### config.mk
export PLATFORM = sky130hd
export DESIGN_NAME = if_id_queue
export DESIGN_NICKNAME = d
export VERILOG_FILES = /design/src/rtl/if_id_queue.sv
export SDC_FILE = /design/constraint.sdc
export NUM_CORES = 1
export LEC_CHECK = 0
export CELL_PAD_IN_SITES_DETAIL_PLACEMENT = 2
export CELL_PAD_IN_SITES_GLOBAL_PLACEMENT = 2
export CORE_MARGIN = 5
export CORE_UTILIZATION = 40
export CTS_CLUSTER_DIAMETER = 120
export DETAILED_ROUTE_END_ITERATION = 10
export PLACE_DENSITY_LB_ADDON = 0.1
export SYNTH_ARGS = -nofsm -noshare
export SYNTH_HDL_FRONTEND = slang
export SYNTH_SLANG_ARGS = --single-unit
### constraint.sdc
create_clock -name clk -period 4.2 [get_ports clk]
set_input_delay 0.84 -clock clk [delete_from_list [all_inputs] [get_ports clk]]
set_output_delay 0.84 -clock clk [all_outputs]
set_load 0.01 [all_outputs]
### src/rtl/if_id_queue.sv
// Fetch-to-Decode instruction queue: circular FIFO of {inst, pc} entries with valid/ready on both
// sides, flush-to-empty on redirect, and NOP/zero outputs whenever the queue is empty.
module if_id_queue #(
  parameter int unsigned DEPTH = 4,
  parameter int unsigned CNT_W = 3
) (
  input  logic             clk,
  input  logic             reset,
  input  logic             in_valid,
  input  logic [31:0]      in_inst,
  input  logic [31:0]      in_pc,
  output logic             in_ready,
  input  logic             flush,
  output logic             out_valid,
  output logic [31:0]      out_inst,
  output logic [31:0]      out_pc,
  output logic [31:0]      out_pc4,
  input  logic             out_ready,
  output logic [CNT_W-1:0] count
);

  localparam int unsigned PtrW = $clog2(DEPTH);

  logic [63:0]      mem_q [DEPTH];
  logic [PtrW-1:0]  wr_ptr_q, wr_ptr_d;
  logic [PtrW-1:0]  rd_ptr_q, rd_ptr_d;
  logic [CNT_W-1:0] count_q, count_d;
  logic             push, pop;
  logic [63:0]      head;

  // Handshake readiness depends only on registered occupancy.
  assign in_ready  = (count_q != CNT_W'(DEPTH));
  assign out_valid = (count_q != '0);
  assign push      = in_valid & in_ready;
  assign pop       = out_valid & out_ready;

  always_comb begin
    wr_ptr_d = wr_ptr_q;
    rd_ptr_d = rd_ptr_q;
    count_d  = count_q;
    if (flush) begin
      // Drop everything, including any entry offered this cycle.
      rd_ptr_d = wr_ptr_q;
      count_d  = '0;
    end else begin
      if (push) wr_ptr_d = wr_ptr_q + PtrW'(1);
      if (pop)  rd_ptr_d = rd_ptr_q + PtrW'(1);
      unique case ({push, pop})
        2'b10:   count_d = count_q + CNT_W'(1);
        2'b01:   count_d = count_q - CNT_W'(1);
        default: count_d = count_q;
      endcase
    end
  end

  always_ff @(posedge clk or posedge reset) begin
    if (reset) begin
      wr_ptr_q <= '0;
      rd_ptr_q <= '0;
      count_q  <= '0;
    end else begin
      wr_ptr_q <= wr_ptr_d;
      rd_ptr_q <= rd_ptr_d;
      count_q  <= count_d;
    end
  end

  // Storage needs no reset; occupancy alone decides what is visible.
  always_ff @(posedge clk) begin
    if (push && !flush) begin
      mem_q[wr_ptr_q] <= {in_inst, in_pc};
    end
  end

  always_comb begin
    head     = mem_q[rd_ptr_q];
    out_inst = '0;
    out_pc   = '0;
    out_pc4  = '0;
    if (out_valid) begin
      out_inst = head[63:32];
      out_pc   = head[31:0];
      out_pc4  = head[31:0] + 32'd4;
    end
  end

  assign count = count_q;

endmodule

==> flow_summary.rst <==
.. list-table::
   :header-rows: 1

   * - Metric
     - Value
   * - Sequential cell area
     - 7870 um2
   * - Synth Register Bits
     - 263
   * - Crit path kind
     - register to output pin
   * - Cell-internal power
     - 6.761 mW
   * - Dpl hpwl
     - 18,460 um
   * - CP Capture Type
     - output pin
   * - Share of the cycle needed by the critical path after routing
     - 100.0%
   * - Number of placed I/O pins
     - 170
   * - Type of element launching the critical path
     - register
   * - Final Max Slew Viols
     - 0
   * - Share of total power in combinational logic
     - 44.5%
   * - Uppermost layer routed
     - met5
   * - Number of iterations in the first detailed-routing pass
     - 4
   * - Total clock buffers created by CTS
     - 28
   * - Multi-input gate area in the final layout
     - 2997 um2
   * - Antenna violations before repair
     - 2
   * - Sum of overflow across all layers after global routing
     - 0
   * - CTS H-Tree Depth
     - 1
   * - Clk_skew
     - 15.23 ps
   * - Distinct cell type count of the synthesized netlist
     - 44
   * - Clock insertion delay at the later pin of the skew report
     - 540 ps
   * - Initial Util
     - 40.74%
   * - Final setup slack of the worst path
     - -2.054 ps
   * - Final WL
     - 28,280 um
   * - Fraction of power consumed by the clock network
     - 22.4%
   * - Dominant register cell in the synthesized netlist
     - sky130_fd_sc_hd__edfxtp_1
   * - Clk sink count
     - 263
   * - Post-synth EDFFs
     - 256
   * - Clock tree from TritonCTS
     - yes
   * - Pin count of the biggest net entering global routing
     - 38
   * - Vias in the first global route
     - 7,236
   * - Crit path time final
     - 4202 ps
   * - Setup repair after global routing missed its margin
     - yes
   * - Post-layout power
     - 10.12 mW
   * - Final cell area excluding filler cells
     - 14,210 um2
   * - Post-CTS Hold Fix Bufs
     - 0
   * - Average instance area after synthesis
     - 18.87 um2
   * - Sequential share of power
     - 33.1%
   * - Lkg Pwr
     - 4.684 nW
   * - Clock transition time at the flip-flop clock pins of the worst setup and hold paths
     - 60 ps
   * - Status
     - complete, but fails checks
   * - Area post-placement
     - 13,200 um2
   * - Area of the core region
     - 27,100 um2
   * - Required @ worst endpoint
     - 3360 ps
   * - Tightest slew margin relative to the limit
     - 62.25%
   * - Cell Area, Synth
     - 11,040 um2
   * - Non-Filler Instances
     - 1,180
   * - Worst-margin pin slew
     - 565.4 ps
   * - Layout net count
     - 862
   * - Net Count, Synth
     - 660
   * - Share of the core filled with cells
     - 52.45%
   * - Residual DRC count
     - 0
   * - Setup-failing EPs final
     - 1
   * - Clock tree buffer depth
     - 3
   * - Met3 wire length
     - 1577 um
   * - Pwr per Cell Area
     - 712.1 nW/um2
   * - Top fanout value on the critical path
     - 8
   * - Routed length per placed instance
     - 23.96 um
   * - Global placement routability congestion
     - 0.7516
   * - Switching share of power
     - 33.20%
   * - Number of vias per cell after detailed routing
     - 5.214
   * - Arrival time reported for the critical path endpoint
     - 3360 ps
   * - DIE HEIGHT
     - 176.1 um
   * - Count of buffers from port buffering
     - 169
   * - Fraction of synthesis flops using an asynchronous set or reset pin
     - 2.662%
   * - Root cell of the clock tree
     - sky130_fd_sc_hd__clkbuf_16
   * - Highest achievable clock rate
     - 238.0 MHz
   * - Failing checks
     - negative setup slack
   * - Remaining number of nets flagged by the antenna check after routing
     - 0
   * - Hold Slack
     - 556.1 ps
   * - Area growth from synthesis to final layout
     - 28.74%
   * - Row count
     - 60
   * - GRT Resource Usage Total
     - 18.15%
   * - Final-layout fill cell count
     - 2,408
   * - DRC violation total after the first TritonRoute iteration
     - 375
   * - Sequential-to-total area share from yosys stat
     - 71.21%
   * - Met2 Routed Length
     - 14,740 um
   * - Routed length on met1
     - 11,520 um
   * - Total via count after detailed routing
     - 6,152
   * - Maximum resistive drop on vdd
     - 363.8 uV
   * - Die area
     - 31,020 um2
   * - Final Hold Vio Count
     - 0
   * - Number of max-cap violations
     - 0
   * - Worst min path class
     - input port to asynchronous set/reset pin
   * - Wire length of the first global-routing pass
     - 43,870 um
   * - Number of warnings printed during yosys synthesis
     - 0
   * - Cells after synthesis
     - 585
   * - Fraction of layout instances using a drive strength above 1
     - 20.79%
   * - Width of the die
     - 176.1 um
   * - Sw power
     - 3.361 mW
   * - Diode insertion count for antenna repair
     - 0
   * - Count of placed standard cells including taps
     - 1,113
==> sequential cells by signal, summed over array words and instances (netlist names) <==
signal	cells
wr_ptr_q	2
mem_q	256
count	3
rd_ptr_q	2
==> cells in the final DEF, fill, tap and decap left out, types with 9 or more instances in the layout <==
| cell | Yosys | layout |
|---|---|---|
| sky130_fd_sc_hd__and2_1 | 67 | 63 |
| sky130_fd_sc_hd__mux4_2 | 46 | 53 |
| sky130_fd_sc_hd__xnor2_1 | 9 | 9 |
| sky130_fd_sc_hd__mux4_1 | 18 | 11 |
| sky130_fd_sc_hd__o31ai_1 | 10 | 10 |
| sky130_fd_sc_hd__clkbuf_16 | 0 | 29 |
| sky130_fd_sc_hd__clkdlybuf4s50_1 | 0 | 148 |
| sky130_fd_sc_hd__nor2_1 | 21 | 21 |
| sky130_fd_sc_hd__clkbuf_1 | 15 | 11 |
| sky130_fd_sc_hd__buf_4 | 2 | 24 |
| sky130_fd_sc_hd__a21oi_1 | 17 | 14 |
| sky130_fd_sc_hd__nand2_1 | 17 | 17 |
| sky130_fd_sc_hd__edfxtp_1 | 256 | 256 |
==> power groups by stage <==
stage	Sequential (mW)	Combinational [mW]	Clock, mW
after floorplan	3.33	2.36	0
after detailed placement	3.43	4.41	0
after global placement	3.39	4.30	0
after global routing	3.38	4.84	2.46
final	3.35	4.50	2.27
after CTS	3.36	4.58	2.33
==> critical path, cell delays in order, from the launching register on <==
cell                              delay (ps)
sky130_fd_sc_hd__dfrtp_4                 560
sky130_fd_sc_hd__buf_12                  180
sky130_fd_sc_hd__mux4_2                  390
sky130_fd_sc_hd__nand4_4                 140
sky130_fd_sc_hd__buf_4                   170
sky130_fd_sc_hd__or4_4                   470
sky130_fd_sc_hd__or4_1                   530
sky130_fd_sc_hd__a21oi_1                 150
sky130_fd_sc_hd__clkdlybuf4s15_2         240
==> cell families after synthesis <==
family,share of synthesized area (%)
muxes,13.76
and+or+nand+nor,8.511
AOI/OAI and AO/OA,2.040
DFF,71.21
xor gates and xnor gates,1.349
buffers and inverters,2.380
adders and majority gates,0.7480
==> worst paths after layout <==
check                             from            to  slack, ps  cells after the start
setup / recovery           rd_ptr_q[0]   out_pc4[29]         -2                      8
hold / removal                   reset   rd_ptr_q[0]        560                      2
setup reg to reg              count[0]  mem_q[0][62]       1780                      5
hold reg to reg            wr_ptr_q[1]   rd_ptr_q[1]        590                      2
max in group asynchronous        reset   rd_ptr_q[1]       3390                      2
min in group clk           wr_ptr_q[1]   rd_ptr_q[1]        590                      2
==> cell type report <==
class / instances / area share, %
Sequential cell: 263 / 55.37
Multi-Input combinational cell: 284 / 21.08
Timing Repair Buffer: 203 / 14.20
Clock buffer: 40 / 5.396
Tap cell: 372 / 3.275
Clock inverter: 11 / 0.4930
Inverter: 7 / 0.1849
==> repair_timing <==
action                     4_1_cts  5_1_grt
buffers inserted                10        4
gates cloned                     2        0
resized for setup               57       24
pin swaps                        6        3
setup endpoints to repair       27       17
==> synthesized netlist by cell type (8+ instances only) <==
cell type                  count  area [um2]
sky130_fd_sc_hd__edfxtp_1    256        7687
sky130_fd_sc_hd__and2_1       67       419.2
sky130_fd_sc_hd__mux4_2       46        1036
sky130_fd_sc_hd__nor2_1       21       78.83
sky130_fd_sc_hd__mux4_1       18       473.0
sky130_fd_sc_hd__a21oi_1      17       85.08
sky130_fd_sc_hd__nand2_1      17       63.81
sky130_fd_sc_hd__clkbuf_1     15       56.30
sky130_fd_sc_hd__o31ai_1      10       75.07
sky130_fd_sc_hd__nand3_1       9       45.04
sky130_fd_sc_hd__or4_1         9       67.56
sky130_fd_sc_hd__xnor2_1       9       78.83
sky130_fd_sc_hd__o21ai_0       8       40.04
sky130_fd_sc_hd__xor2_1        8       70.07
==> metal layers <==
| metal | global-route usage (%) | up-vias |
|---|---|---|
| met5 | 0 | - |
| met4 | 3.996 | 4 |
| met3 | 3.490 | 33 |
| met2 | 32.67 | 163 |
| met1 | 22.88 | 3192 |
| li1 | - | 2760 |
==> per-stage QoR <==
| step | setup WS [ps] | setup TNS, ps |
|---|---|---|
| 3_5_place_dp | 17.71 | 0 |
| 2_1_floorplan | 802.3 | 0 |
| 4_1_cts | -59.66 | -246.5 |
| 3_3_place_gp | 136.8 | 0 |
| 5_1_grt | -117.2 | -361.7 |
| 6_report | -2.054 | -2.054 |
No activity file was read; power rests on OpenSTA's default activity.
